[src/rtl/accel_fifo.sv]
// Single-clock FIFO between the router's data bus controller and one accelerator.
// Registered read data; status flags are decoded from registered pointers only.
module accel_fifo #(
    parameter int unsigned WIDTH  = 128,
    parameter int unsigned DEPTH  = 8,
    parameter int unsigned ADDR_W = 3
) (
    input  logic              clk,
    input  logic              rst_n,
    input  logic              wr_en,
    input  logic [WIDTH-1:0]  wr_data,
    input  logic              rd_en,
    output logic [WIDTH-1:0]  rd_data,
    output logic              rd_valid,
    output logic              empty,
    output logic              full,
    output logic [ADDR_W:0]   count,
    output logic              overflow,
    output logic              underflow
);

    localparam logic [ADDR_W:0] PtrOne = {{ADDR_W{1'b0}}, 1'b1};

    logic [WIDTH-1:0]  mem_q [DEPTH];
    logic [ADDR_W:0]   wr_ptr_q, wr_ptr_d;
    logic [ADDR_W:0]   rd_ptr_q, rd_ptr_d;
    logic [WIDTH-1:0]  rd_data_q, rd_data_d;
    logic              rd_valid_q, rd_valid_d;
    logic              overflow_q, overflow_d;
    logic              underflow_q, underflow_d;

    logic              rd_accept;
    logic              wr_accept;
    logic [ADDR_W-1:0] wr_idx;
    logic [ADDR_W-1:0] rd_idx;

    assign wr_idx = wr_ptr_q[ADDR_W-1:0];
    assign rd_idx = rd_ptr_q[ADDR_W-1:0];

    // Wrap bits differ with equal index bits means the write side has lapped the read side.
    assign empty = (wr_ptr_q == rd_ptr_q);
    assign full  = (wr_idx == rd_idx) && (wr_ptr_q[ADDR_W] != rd_ptr_q[ADDR_W]);
    assign count = wr_ptr_q - rd_ptr_q;

    // A read on the same edge frees a slot, so a full FIFO still accepts the write.
    assign rd_accept = rd_en & ~empty;
    assign wr_accept = wr_en & (~full | rd_accept);

    always_comb begin
        wr_ptr_d    = wr_ptr_q;
        rd_ptr_d    = rd_ptr_q;
        rd_data_d   = rd_data_q;
        rd_valid_d  = rd_accept;
        overflow_d  = overflow_q;
        underflow_d = underflow_q;

        if (wr_accept) begin
            wr_ptr_d = wr_ptr_q + PtrOne;
        end
        if (rd_accept) begin
            rd_ptr_d  = rd_ptr_q + PtrOne;
            rd_data_d = mem_q[rd_idx];
        end
        if (wr_en && full && !rd_accept) begin
            overflow_d = 1'b1;
        end
        if (rd_en && empty) begin
            underflow_d = 1'b1;
        end
    end

    always_ff @(posedge clk) begin
        if (!rst_n) begin
            wr_ptr_q    <= '0;
            rd_ptr_q    <= '0;
            rd_data_q   <= '0;
            rd_valid_q  <= 1'b0;
            overflow_q  <= 1'b0;
            underflow_q <= 1'b0;
        end else begin
            wr_ptr_q    <= wr_ptr_d;
            rd_ptr_q    <= rd_ptr_d;
            rd_data_q   <= rd_data_d;
            rd_valid_q  <= rd_valid_d;
            overflow_q  <= overflow_d;
            underflow_q <= underflow_d;
        end
    end

    // Storage is not reset; contents are unreachable once the pointers are cleared.
    always_ff @(posedge clk) begin
        if (rst_n && wr_accept) begin
            mem_q[wr_idx] <= wr_data;
        end
    end

    assign rd_data   = rd_data_q;
    assign rd_valid  = rd_valid_q;
    assign overflow  = overflow_q;
    assign underflow = underflow_q;

endmodule

[config.mk]
export PLATFORM = sky130hd
export DESIGN_NAME = accel_fifo
export DESIGN_NICKNAME = d
export VERILOG_FILES = /design/src/rtl/accel_fifo.sv
export SDC_FILE = /design/constraint.sdc
export NUM_CORES = 1
export LEC_CHECK = 0
export CAP_MARGIN = 20
export CORE_MARGIN = 2
export CORE_UTILIZATION = 45
export CTS_BUF_LIST = sky130_fd_sc_hd__clkbuf_8 sky130_fd_sc_hd__clkbuf_16
export CTS_CLUSTER_SIZE = 30
export DETAILED_ROUTE_END_ITERATION = 10
export GPL_TIMING_DRIVEN = 0
export PLACE_DENSITY = 0.68
export RECOVER_POWER = 50
export SYNTH_ARGS = -nofsm -noshare
export SYNTH_HDL_FRONTEND = slang
export SYNTH_SLANG_ARGS = --single-unit
[constraint.sdc]
create_clock -name clk -period 13.35 [get_ports clk]
set_clock_uncertainty 0.2 [all_clocks]
set_input_delay 2.67 -clock clk [delete_from_list [all_inputs] [get_ports clk]]
set_output_delay 2.67 -clock clk [all_outputs]
set_load 0.02 [all_outputs]
==> results.cfg <==
[finish]
area_growth_syn_to_layout_pct = 21.42
fillers = 7060
multi_input_area_sq_um = 8790
final_cells = 3818
finalNetCount = 2584
seqCellArea_sq_um = 33530
drive_gt1_frac = 0.2316

[floorplan]
start_util = 0.4541
coreArea_sq_um = 94870
die_w_um = 313.4
io_pins = 269
die-area_sq_um = 98220
rows = 113
die_h_um = 313.4

[worst_setup_path]
max_stage_delay_ns = 1.27
r2r_slack_ns = 7.94
start_kind = primary input
r2r_end = mem_q[0][37]
path_cells = clkbuf_1 -> clkbuf_1 -> nand3_1 -> nor3_2 -> buf_6 -> buf_6 -> buf_6 -> buf_6 -> buf_6 -> buf_6 -> buf_8
cp.arrival_ns = 6.96
reg2reg_from = rd_ptr_q[2]
crit_type = primary input to flop
ff2ff_path_depth = 16
endpoint_kind = flop
crit_family = buffers and inverters
required_ns = 13.55
cp_slowest_cell = clkbuf_1
crit_fanout = 11
crit_top_cell = buf_6
crit_buf_inv = 9

[pwr]
irDropWorstVdd_mv = 0.1072
powerDensity_nw_per_um2 = 160.4
total_power_mw = 8.392
p_leak_nw = 16.62

[sta]
tightest_slew_ns = 1.826
maxSlewHeadroom = -0.2177
maxSlewViolCount = 34
hold_viol_final = 0
min_period_ns = 6.769
fmax_ghz = 0.1477
setup_viol = 0
fin_ws_ns = 6.581
rsz0062_at_grt = no
period_share = 0.5070
hold-worst-slack_ns = 0.3118

[grt]
grt_start_max_net_pins = 25
grt_pass1_wl_mm = 147.0
antenna_found_initial = 34
grt.total_usage = 0.2048
overflow = 0
grt_pass1_vias = 22220

[logic_synthesis]
synth_flop_cell = edfxtp_1
synth_top_cell_area_share = 0.7138
synthesis.area_sq_um = 43080
ys_seq_area_frac = 0.7784
synth.avg_cell_area_sq_um = 21.63
ys_warn_count = 0
synth.most_common_cell = edfxtp_1
synth_common_cells = edfxtp_1 (1,024), mux4_2 (256), dfxtp_1 (139), a21oi_1 (132), mux2i_1 (129)
ys_ff_latch = 1163
synth_largest_area_cell = edfxtp_1
synthTopCellsByArea = edfxtp_1 (71%), mux4_2 (13%), dfxtp_1 (6.5%)
synth_edf_count = 1024
syn_nets = 2130
synth_cell_types = 32
syn_inst = 1992
async_reset_ff_frac = 0

[placement]
gp_congestion = 0.7521
hpwl_mm = 64.42
dp.cells = 3596
place_ws_ns = 6.645
io_buffers = 267

[route]
route.detailed.drc = 0
avgViaCountPerCell = 5.600
wl_mm = 99.94
dr_total_vias = 21380
drtIter0Drc = 2110
ant_nets = 0
wire_per_inst_um = 26.17
drt_pass1_iterations = 6

[cts]
clk_path_buf_depth = 3
clk_latency_ns = 0.70
postCtsResizedCells = 0
htreeDepth = 3
numCtsBuffers = 113
numClockSinks = 1163
cts_root_buf = clkbuf_16
post_cts_buffers = 0
clk_pin_slew_ns = 0.06
ctsHoldBuffers = 0
cts_tree = built

[hold_path]
min_from = underflow
hold_depth = 2
hp-class = flop to flop
holdPathEnd = underflow

[outcome]
status = complete, but fails checks
violations = max-capacitance violations, max-slew violations

[run]
cap_viol_max_count = 3
-- metrics by stage --
stage	util	cell area [sq um]	setup TNS [ns]
3_5_place_dp	0.5124	48610	0
3_3_place_gp	0.4989	47330	-5242.86
4_1_cts	0.5519	52360	0
2_1_floorplan	-	43080	0
6_report	0.5513	52310	0
5_1_grt	0.5512	52290	0
-- worst register-to-register path, stage by stage, from the launching register on --
cell and delay [ns]:
dfxtp_1 0.30, buf_2 0.24, buf_2 0.37, buf_2 0.38, inv_1 0.14, ha_1 0.34
nand3_1 0.24, o31a_1 0.33, nand2_1 0.27, nor3_1 0.68, clkbuf_1 0.51, buf_6 0.24
buf_6 0.16, buf_6 0.17, buf_6 0.18, buf_6 0.18, buf_6 0.18
-- routing by layer --
layer	part of all wire	wire length (um)	vias to the layer above	GRT usage
li1	-	-	9198	-
met1	0.40	40360	11220	0.2791
met2	0.50	49470	760	0.3387
met3	0.077	7715	174	0.04037
met4	0.022	2179	32	0.05796
met5	0.0021	211	-	0
-- cells by family (layout without fill, tap and decap cells) --
| logic type | count (synthesis) | after routing | synth area share |
|---|---|---|---|
| xor gates and xnor gates | 6 | 6 | 0.001220 |
| and+or+nand+nor | 36 | 36 | 0.003863 |
| DFF | 1163 | 1163 | 0.7784 |
| AOI/OAI and AO/OA | 271 | 271 | 0.03207 |
| other | 0 | 10 | 0 |
| buffers and inverters | 125 | 676 | 0.01873 |
| adders and majority gates | 6 | 6 | 0.001917 |
| muxes | 385 | 385 | 0.1638 |
-- layout by cell type, fill, tap and decap left out, types with 5 or more instances in the layout --
cell type,count
inv_1,26
nor2_4,6
clkinv_1,14
o21ai_1,42
buf_16,11
dfxtp_1,139
buf_8,5
clkbuf_16,116
edfxtp_1,1024
clkinv_2,29
buf_2,48
mux4_2,256
a21oi_1,132
diode_2,10
clkdlybuf4s50_1,133
nand3_1,6
nand2_1,11
dlygate4sd3_1,134
bufinv_16,8
clkbuf_8,17
o21ai_0,88
ha_1,5
buf_12,25
buf_6,57
xnor2_1,5
mux2i_1,129
clkbuf_1,41
-- layout make-up --
type / count / share of cell area
sequential: 1163 / 0.6411
multi-input combinational: 704 / 0.1680
timing repair buffer: 339 / 0.07435
clock buffer: 133 / 0.05997
tap: 1265 / 0.03026
buffer: 118 / 0.01364
clock inverter: 79 / 0.01167
inverter: 7 / 0.0005023
antenna: 10 / 0.0004784
-- flip-flops by register name (all words and copies together) (netlist names) --
| signal | cells |
|---|---|
| mem_q | 1024 |
| underflow | 1 |
| wr_ptr_q | 4 |
| overflow | 1 |
| rd_valid | 1 |
| rd_data | 128 |
| rd_ptr_q | 4 |
-- how the worst max path moves through the flow --
stage | from | to | slack, ns | cells past startpoint
detailed placement | rst_n | mem_q[4][12] | 6.64 | 11
CTS | rd_ptr_q[2] | empty | 6.78 | 8
finish | rst_n | mem_q[4][17] | 6.58 | 11
global placement | rst_n | mem_q[4][22] | -11.17 | 4
floorplan | rst_n | mem_q[4][0] | 0.38 | 4
global route | rst_n | mem_q[4][17] | 6.51 | 11
-- report_power, final --
group	leakage, nW	switching, mW	internal, mW	total, mW
clock	1.94	1.33	1.82	3.15
sequential	10.4	0.0788	4.09	4.17
combinational	4.29	0.601	0.469	1.07
total	16.6	2.01	6.38	8.39
(Power assumes the default switching activity.)
